<file path="src/rtl/alu_result_stage_if.sv">
// Handshake bundle between the ALU logic units, the result stage and its consumer.
// The master side is the environment (upstream plus downstream); the slave side is the stage.
interface alu_result_stage_if #(
    parameter int WIDTH = 8,
    parameter int OPW   = 2
);
    logic             in_valid;
    logic             in_ready;
    logic [WIDTH-1:0] in_data;
    logic [OPW-1:0]   in_op;
    logic             acc_clr;
    logic             out_valid;
    logic             out_ready;
    logic [WIDTH-1:0] out_data;
    logic [OPW-1:0]   out_op;
    logic             out_zero;
    logic             out_parity;
    logic             out_msb;
    logic [WIDTH-1:0] acc_out;
    logic [7:0]       dlv_cnt;

    modport master (
        output in_valid, in_data, in_op, acc_clr, out_ready,
        input  in_ready, out_valid, out_data, out_op,
        input  out_zero, out_parity, out_msb, acc_out, dlv_cnt
    );

    modport slave (
        input  in_valid, in_data, in_op, acc_clr, out_ready,
        output in_ready, out_valid, out_data, out_op,
        output out_zero, out_parity, out_msb, acc_out, dlv_cnt
    );
endinterface

</file>
<file path="src/rtl/alu_result_stage.sv">
// Registered ALU result stage: 2-entry skid FIFO with per-entry status flags,
// a running XOR checksum of accepted results and a delivered-result counter.
module alu_result_stage #(
    parameter int WIDTH = 8,
    parameter int OPW   = 2
) (
    input  logic               clk,
    input  logic               rst_n,
    alu_result_stage_if.slave  bus
);

    typedef struct packed {
        logic [WIDTH-1:0] data;
        logic [OPW-1:0]   op;
        logic             zero;
        logic             parity;
        logic             msb;
    } entry_t;

    typedef enum logic [1:0] {
        EMPTY = 2'd0,
        ONE   = 2'd1,
        FULL  = 2'd2
    } occ_e;

    occ_e             state_q, state_d;
    entry_t           head_q, head_d;
    entry_t           tail_q, tail_d;
    logic [WIDTH-1:0] acc_q, acc_d;
    logic [7:0]       cnt_q, cnt_d;

    logic   in_ready;
    logic   out_valid;
    logic   push;
    logic   pop;
    entry_t new_e;

    // Ready depends only on registered occupancy, never on out_ready.
    assign in_ready  = (state_q != FULL);
    assign out_valid = (state_q != EMPTY);
    assign push      = bus.in_valid & in_ready;
    assign pop       = out_valid & bus.out_ready;

    always_comb begin
        new_e.data   = bus.in_data;
        new_e.op     = bus.in_op;
        new_e.zero   = ~|bus.in_data;
        new_e.parity = ^bus.in_data;
        new_e.msb    = bus.in_data[WIDTH-1];
    end

    always_comb begin
        state_d = state_q;
        head_d  = head_q;
        tail_d  = tail_q;
        unique case (state_q)
            EMPTY: begin
                if (push) begin
                    head_d  = new_e;
                    state_d = ONE;
                end
            end
            ONE: begin
                if (push && pop) begin
                    head_d = new_e;
                end else if (push) begin
                    tail_d  = new_e;
                    state_d = FULL;
                end else if (pop) begin
                    state_d = EMPTY;
                end
            end
            FULL: begin
                if (pop) begin
                    head_d  = tail_q;
                    state_d = ONE;
                end
            end
            default: begin
                state_d = EMPTY;
            end
        endcase
    end

    // Clear takes effect before folding a same-cycle result.
    always_comb begin
        acc_d = acc_q;
        cnt_d = cnt_q;
        if (bus.acc_clr && push) begin
            acc_d = bus.in_data;
        end else if (bus.acc_clr) begin
            acc_d = '0;
        end else if (push) begin
            acc_d = acc_q ^ bus.in_data;
        end
        if (pop) begin
            cnt_d = cnt_q + 8'd1;
        end
    end

    always_ff @(posedge clk) begin
        if (!rst_n) begin
            state_q <= EMPTY;
            head_q  <= '0;
            tail_q  <= '0;
            acc_q   <= '0;
            cnt_q   <= '0;
        end else begin
            state_q <= state_d;
            head_q  <= head_d;
            tail_q  <= tail_d;
            acc_q   <= acc_d;
            cnt_q   <= cnt_d;
        end
    end

    assign bus.in_ready   = in_ready;
    assign bus.out_valid  = out_valid;
    assign bus.out_data   = head_q.data;
    assign bus.out_op     = head_q.op;
    assign bus.out_zero   = head_q.zero;
    assign bus.out_parity = head_q.parity;
    assign bus.out_msb    = head_q.msb;
    assign bus.acc_out    = acc_q;
    assign bus.dlv_cnt    = cnt_q;

endmodule
</file>
<file path="src/flat_wrapper.sv">
// flat-port wrapper written by rule: the top's interface ports become plain ports
module alu_result_stage_flat 
#(
    parameter int WIDTH = 8,
    parameter int OPW   = 2
)
  (clk, rst_n, bus_in_valid, bus_in_data, bus_in_op, bus_acc_clr, bus_out_ready, bus_in_ready, bus_out_valid, bus_out_data, bus_out_op, bus_out_zero, bus_out_parity, bus_out_msb, bus_acc_out, bus_dlv_cnt);
  alu_result_stage_if #(.WIDTH(WIDTH), .OPW(OPW)) bus_i ();
  input  logic clk;
  input  logic rst_n;
  input wire logic [$bits(bus_i.in_valid)-1:0] bus_in_valid;
  input wire logic [$bits(bus_i.in_data)-1:0] bus_in_data;
  input wire logic [$bits(bus_i.in_op)-1:0] bus_in_op;
  input wire logic [$bits(bus_i.acc_clr)-1:0] bus_acc_clr;
  input wire logic [$bits(bus_i.out_ready)-1:0] bus_out_ready;
  output wire logic [$bits(bus_i.in_ready)-1:0] bus_in_ready;
  output wire logic [$bits(bus_i.out_valid)-1:0] bus_out_valid;
  output wire logic [$bits(bus_i.out_data)-1:0] bus_out_data;
  output wire logic [$bits(bus_i.out_op)-1:0] bus_out_op;
  output wire logic [$bits(bus_i.out_zero)-1:0] bus_out_zero;
  output wire logic [$bits(bus_i.out_parity)-1:0] bus_out_parity;
  output wire logic [$bits(bus_i.out_msb)-1:0] bus_out_msb;
  output wire logic [$bits(bus_i.acc_out)-1:0] bus_acc_out;
  output wire logic [$bits(bus_i.dlv_cnt)-1:0] bus_dlv_cnt;
  assign bus_i.in_valid = bus_in_valid;
  assign bus_i.in_data = bus_in_data;
  assign bus_i.in_op = bus_in_op;
  assign bus_i.acc_clr = bus_acc_clr;
  assign bus_i.out_ready = bus_out_ready;
  assign bus_in_ready = bus_i.in_ready;
  assign bus_out_valid = bus_i.out_valid;
  assign bus_out_data = bus_i.out_data;
  assign bus_out_op = bus_i.out_op;
  assign bus_out_zero = bus_i.out_zero;
  assign bus_out_parity = bus_i.out_parity;
  assign bus_out_msb = bus_i.out_msb;
  assign bus_acc_out = bus_i.acc_out;
  assign bus_dlv_cnt = bus_i.dlv_cnt;
  alu_result_stage #(.WIDTH(WIDTH), .OPW(OPW)) u_core (.clk(clk), .rst_n(rst_n), .bus(bus_i));
endmodule
</file>
<file path="config.mk">
export PLATFORM = sky130hd
export DESIGN_NAME = alu_result_stage_flat
export DESIGN_NICKNAME = d
export VERILOG_FILES = /design/src/rtl/alu_result_stage_if.sv /design/src/rtl/alu_result_stage.sv /design/src/flat_wrapper.sv
export SDC_FILE = /design/constraint.sdc
export NUM_CORES = 1
export LEC_CHECK = 0
export BUFFER_PORTS_ARGS = -buffer_cell sky130_fd_sc_hd__buf_4
export CAP_MARGIN = 20
export CORE_MARGIN = 10
export CORE_UTILIZATION = 45
export CTS_BUF_LIST = sky130_fd_sc_hd__clkbuf_8 sky130_fd_sc_hd__clkbuf_16
export CTS_CLUSTER_DIAMETER = 100
export CTS_CLUSTER_SIZE = 30
export DETAILED_ROUTE_END_ITERATION = 16
export GPL_ROUTABILITY_DRIVEN = 0
export GPL_TIMING_DRIVEN = 0
export PLACE_DENSITY_LB_ADDON = 0.08
export SETUP_SLACK_MARGIN = 0.4
export SLEW_MARGIN = 40
export SYNTH_ARGS = -nofsm -noshare
export SYNTH_HDL_FRONTEND = slang
export SYNTH_SLANG_ARGS = --single-unit
</file>
<file path="constraint.sdc">
create_clock -name clk -period 1.1 [get_ports clk]
set_input_delay 0.055 -clock clk [delete_from_list [all_inputs] [get_ports clk]]
set_output_delay 0.055 -clock clk [all_outputs]
set_load 0.01 [all_outputs]
</file>
Yosys cells after proc, flatten, opt, wreduce, memory -nomap -nowiden
Cells that the tools add are included.

operators by class
  add/sub/neg operators = 1
  $mul = 0
  div/mod/pow operators = 0
  order comparisons = 0
  equality and inequality tests = 8
  shift operators = 0
  mux-type cells = 13
  bitwise logic cells = 4
  reductions and logical operators = 12

operators by type and width
  kind                                                   count
  2-to-1 mux 13 bit                                      3
  case mux 13 bit (3 select lines)                       1
  2-to-1 mux 8 bit                                       3
  2-to-1 mux 2 bit                                       5
  adder 8 x 1 -> 8 bit, second input constant            1
  AND reduction 4 bit                                    2
  OR reduction 8 bit                                     1
  parity 8 bit                                           1
  bitwise XOR 8 bit                                      1
  inequality test 2 x 1 -> 1 bit, second input constant  3
  case mux 2 bit (3 select lines)                        1
  nonzero test 3 bit                                     2
  inequality test 2 bit, second input constant           2
  inequality test 3 x 1 -> 1 bit, second input constant  1
  AND reduction 3 bit                                    1
  bitwise AND 1 bit                                      2
  equality test 2 x 1 -> 1 bit, second input constant    1
  equality test 2 bit, second input constant             1
  logical AND 1 bit                                      2
  zero test 2 bit                                        1
  nonzero test 2 bit                                     1
  zero test 1 bit                                        1
  NOT 1 bit                                              1

word-level totals
  flip-flop bits (word level) = 44
  latch bits = 0
  memory bits (writable) = 0
  ROM bits = 0
  output and inout port bits = 31
  memories kept = 0

Logic depth before layout (Yosys ltp)
  word-level depth = 6
  depth in mapped cells = 6
  depth with buffers taken out = 5

Worst setup path after synthesis
OpenSTA, ideal clock, no wires.

  path type = register to register
  start point = register u_core.state_q[1]
  end point = register u_core.cnt_q[5] (netlist: u_core.bus.dlv_cnt[5])
  data arrival time = 1,148 ps
  required time = 1,033 ps
  slack = -115 ps
  stages on the path, launching flop included = 5
  path buffers = 1
  clock period less this slack = 1,215 ps
  cell sequence = dfxtp_1 buf_4 o21ai_4 or4_4 a21oi_2

between the ends
  longest elaborated chain between the ends = 2

ends and longest elaborated chain
  item                      RTL line                 RTL
  start: declaration        alu_result_stage.sv:26   occ_e state_q, state_d;
  start signal: assignment  alu_result_stage.sv:109  state_q <= state_d;
  nonzero test 2 bit        alu_result_stage.sv:40   assign out_valid = (state_q != EMPTY);
  bitwise AND 1 bit         alu_result_stage.sv:42   assign pop = out_valid & bus.out_ready;
  end signal: assignment    alu_result_stage.sv:113  cnt_q <= cnt_d;
  end: declaration          alu_result_stage.sv:30   logic [7:0] cnt_q, cnt_d;

Every way passes these cells.
A chain may end at the register's enable or synchronous reset.

Worst setup path after layout
  start point = register u_core.state_q[0]
  end point = register u_core.head_q (netlist bit u_core.bus.out_data[6])

between the ends
  longest elaborated chain between the ends = 5
  elaborated cells on any way between the ends = 14
  classes of those cells = eq/ne (6); mux (1); bitwise (2); reduce/logical (5)

ends and longest elaborated chain
  item                                                                RTL line                                        RTL
  inequality test 2 bit / nonzero test 2 bit (equally long branches)  alu_result_stage.sv:39, alu_result_stage.sv:40
  bitwise AND 1 bit, on equally long branches                         alu_result_stage.sv:41, alu_result_stage.sv:42
  logical AND 1 bit                                                   alu_result_stage.sv:64                          if (push && pop) begin
  inequality test 2 x 1 -> 1 bit (no source line)                     -
  AND reduction 4 bit (no source line)                                -
  end signal: assignment                                              alu_result_stage.sv:104                         head_q <= '0;
  end signal: assignment                                              alu_result_stage.sv:110                         head_q <= head_d;
  end: declaration                                                    alu_result_stage.sv:27                          entry_t head_q, head_d;

Parallel ways exist; a longest one is shown, timed or not.

==> metrics list <==
- The run finished, with violations left.
- The area growth from synthesis to layout is 62.5%.
- Clock-pin slew was measured on the worst setup and hold paths at 0.08 ns.
- First-pass GRT wire length: 10,500 µm
* Sequential cell area: 893 µm²
* Maximum number of buffers from clock root to sink: 2
* Library cell contributing the largest single delay on the critical path: dfxtp_2
* Leakage power figure: 0.00135 µW
* Root buffer cell: clkbuf_8
- Share of the cycle needed by the critical path after routing: 1.25
- Top delay family on crit path: buffers and inverters
* Worst EP arrival: 1.55 ns
- Routed via count: 2,124
* Number of buffer and inverter stages on the critical path: 3
- For this block, the routed nets add up to 6800 µm of wire.
- Of the synthesized area, sequential elements account for 0.401.
* Hold path start: bus_in_op[0]
* Initial Utilization: 0.472
* Unrepaired setup endpoints after global routing: true
- The first routing iteration left 124 violations.
- Total Nets Final: 336
- Summing all multi-input logic gate instances after layout gives 0.00135 mm².
* Clock tree from TritonCTS: done
- Register-to-register setup slack: -0.28 ns
- Row generation in the floorplan step produced 24 rows.
- In this run the critical register-to-register path is captured at u_core.bus.out_data[6].
* Worst reg2reg startpoint: u_core.state_q[0]
* Number of setup violations in the final report: 44
- Buffers inserted to repair hold after CTS numbered 0.
* Startpoint type of the worst setup path: register
- End point of the most critical hold path: u_core.tail_q[3]
- At the worst endpoint, the required time is 1.27 ns.
* Worst setup margin: -0.276 ns
- For this run, the top clock speed supported by timing is 727 MHz.
- Once detail routing completed, the nets flagged for antenna violations numbered 0.
- Synthesis instantiated 39 different standard cells from the library.
- Gate count after technology mapping: 235
- After detailed routing, the average wire length per cell comes to 18.4 µm.
- Worst supply voltage drop on vdd: 0.592 mV
- For this run, design rule violations remaining after detail routing come to 0.
- DIE AREA: 0.00779 mm²
- Counting the buffers created by CTS gives 5.
- Synthesized cell area: 0.00210 mm²
* DP HPWL: 4000 µm
- Post-synthesis sequential element count: 42
- Skew-Pair Late Insertion Delay: 0.30 ns
- Worst hold path class: input pin to register
- Entering global routing, the biggest net connects 13 pins.
* I/O pin count: 46
* Share of final-layout standard cells stronger than drive strength 1: 0.590
* Final-layout fill cell count: 312
- In the global route stage, overall resource usage came out at 0.172.
* FF-to-FF path depth: 6
- Of all nets on the critical path, the largest fanout is 9.
- The die is 88.3 µm wide.
- TritonRoute pass-1 iters: 4
- The number of global-route vias before repair came to 2,009.
- ANT cells: 0
* Yosys warning count: 0
- The total overflow left after global routing is 0.
- The critical path in this run is classified as register to register.
* Slowest Stage Delay on Critical Path: 0.33 ns
* Post-layout power: 3730 µW
* Final Slew Violations: 0
- Clock Sinks: 42
- For the finished layout, the period the worst path requires is 1.38 ns.
* Crit path capture type: register
* CP cell instances: buf_6, nand2b_4, buf_8, buf_12, mux2i_1, a211oi_1
- The number of nets in the synthesized netlist is 255.
- Clock skew: 0.00480 ns
- Floorplan die height: 88.3 µm
* Vias per cell: 5.76
* Antenna violations before repair: 0
- The worst hold path passes through 3 cells.
- Max-cap viol count: 0
- Number of endpoints with negative hold slack in the final report: 0
- Relative slew margins: 0.501
- Final hold analysis gives a worst-case slack of 0.0122 ns.
- Violations in the final reports: negative setup slack
- The clock tree synthesis step divided the H-tree into 2 levels.
* Pwr dens: 1090 mW/mm²
- The average instance in the mapped netlist occupies 8.93 µm².
- Core region area: 0.00444 mm²
- Critical Path Source: u_core.state_q[0]
- During placement, the flow inserted port buffers numbering 44.
- For the pin with the worst max-slew slack, the measured transition is 0.749 ns.
==> power breakdown <==
part           total, µW  internal [µW]  switching [µW]
clock network       1120            570             548
registers           1660           1600            60.9
logic                952            503             449
total               3730           2670            1060
==> tightest hold or removal path: stages <==
cell and delay [ns]:
buf_4 0.11, nand2_1 0.05, a21oi_1 0.05
==> final cells by class <==
cell class / instances / area share
plain buffers: 21 / 0.0547
well taps: 52 / 0.0191
multi-input cells: 151 / 0.397
clock buffers: 6 / 0.0275
repair buffers: 74 / 0.213
clock inverters: 2 / 0.00220
inverters: 21 / 0.0246
flip-flops and latches: 42 / 0.262
==> layout by cell type, fill, tap and decap left out, types with 3 or more instances in the layout <==
| cell type | instances |
|---|---|
| buf_6 | 47 |
| buf_4 | 34 |
| nand2_1 | 26 |
| dfxtp_2 | 24 |
| inv_1 | 21 |
| a211oi_2 | 19 |
| a21oi_1 | 14 |
| dfxtp_1 | 12 |
| a21oi_2 | 10 |
| a311o_1 | 8 |
| o2111ai_1 | 8 |
| mux2i_2 | 7 |
| dfxtp_4 | 6 |
| buf_2 | 5 |
| clkbuf_8 | 5 |
| xnor2_1 | 4 |
| mux2i_1 | 4 |
| ha_1 | 4 |
| nand2_2 | 3 |
| clkbuf_1 | 3 |
| o21ai_0 | 3 |
| nor2_1 | 3 |
| and2_1 | 3 |
| mux2i_4 | 3 |
| a211oi_1 | 3 |
==> registers in the layout, summed over array words and instances (netlist names) <==
name and cells:
u_core.tail_q 12, u_core.bus.acc_out 8, u_core.bus.dlv_cnt 8, u_core.bus.out_data 7
u_core.bus.out_op 2, u_core.state_q 2, u_core.bus.out_msb 1, u_core.bus.out_parity 1
u_core.bus.out_zero 1
==> synth_stat cells <==
cell | instances | area, µm²
a211oi_1 | 23 | 173
or3_1 | 2 | 12.5
nor3_1 | 1 | 5.00
nand4bb_1 | 1 | 11.3
and4_1 | 1 | 8.76
clkbuf_1 | 3 | 11.3
nor3b_1 | 1 | 7.51
ha_1 | 5 | 62.6
buf_1 | 1 | 3.75
dfxtp_1 | 42 | 841
a21oi_2 | 1 | 8.76
a21o_1 | 1 | 7.51
and4bb_2 | 1 | 12.5
nor2b_2 | 1 | 8.76
and3b_1 | 1 | 8.76
o31ai_1 | 1 | 7.51
and2_1 | 3 | 18.8
nand3_1 | 3 | 15.0
nor4_1 | 1 | 6.26
nand2_1 | 29 | 109
a311o_1 | 8 | 80.1
xor2_1 | 1 | 8.76
o221ai_1 | 1 | 8.76
nand2b_4 | 1 | 13.8
inv_1 | 21 | 78.8
or4_4 | 1 | 11.3
buf_4 | 5 | 37.5
nand4_1 | 1 | 6.26
o21ai_4 | 1 | 16.3
xnor2_1 | 4 | 35.0
buf_2 | 10 | 50.1
buf_6 | 2 | 22.5
o21ai_0 | 5 | 25.0
nand2b_1 | 2 | 12.5
o211ai_1 | 1 | 7.51
a21oi_1 | 23 | 115
mux2i_1 | 14 | 140
o2111ai_1 | 9 | 78.8
nor2_1 | 3 | 11.3
==> per-layer routing <==
| metal | part of all wire | track usage | vias to the layer above |
|---|---|---|---|
| li1 | - | - | 1014 |
| met1 | 0.45 | 0.229 | 1045 |
| met2 | 0.48 | 0.261 | 61 |
| met3 | 0.057 | 0.0460 | 4 |
| met4 | 0.0090 | 0.0617 | 0 |
| met5 | 0 | 0 | - |
==> worst max-delay path by stage <==
stage	depth (start not counted)	slack, ns	end
finish	6	-0.28	u_core.bus.out_data[6]
global route	6	-0.31	u_core.bus.out_data[6]
CTS	5	-0.22	bus_in_ready
detailed placement	5	-0.23	u_core.bus.out_data[2]
global placement	5	-0.24	u_core.bus.out_data[2]
floorplan	4	-0.07	u_core.bus.dlv_cnt[5]
==> repair_timing <==
| item | CTS | global route |
|---|---|---|
| resized for setup | 108 | 36 |
| endpoints found under the setup margin | 73 | 73 |
| pin swaps | 15 | 5 |
| buffers inserted | 16 | 9 |
| gates cloned | 4 | 1 |
==> stage by stage <==
step                instances  setup slack (ns)  instance area [µm²]  TNS, ns  utilization
floorplan                 235           -0.0706                 2150   -0.941            -
global placement          331            -0.237                 2540    -4.59        0.573
detailed placement        331            -0.231                 2540    -4.56        0.573
CTS                       359            -0.223                 3190    -6.06        0.717
global route              369            -0.313                 3410    -9.59        0.767
finish                    369            -0.276                 3410    -7.16        0.767
==> logic make-up (layout without fill, tap and decap cells) <==
family,Yosys count,count (layout),share of synthesized area
AO/OA/AOI/OAI,74,74,0.252
AND/OR/NAND/NOR,53,53,0.133
flip-flops,42,42,0.401
buffers and inverters,42,124,0.0972
multiplexers,14,14,0.0668
adder cells (fa/ha/maj),5,5,0.0298
XOR/XNOR,5,5,0.0209
No activity file was read; power rests on OpenSTA's default activity.
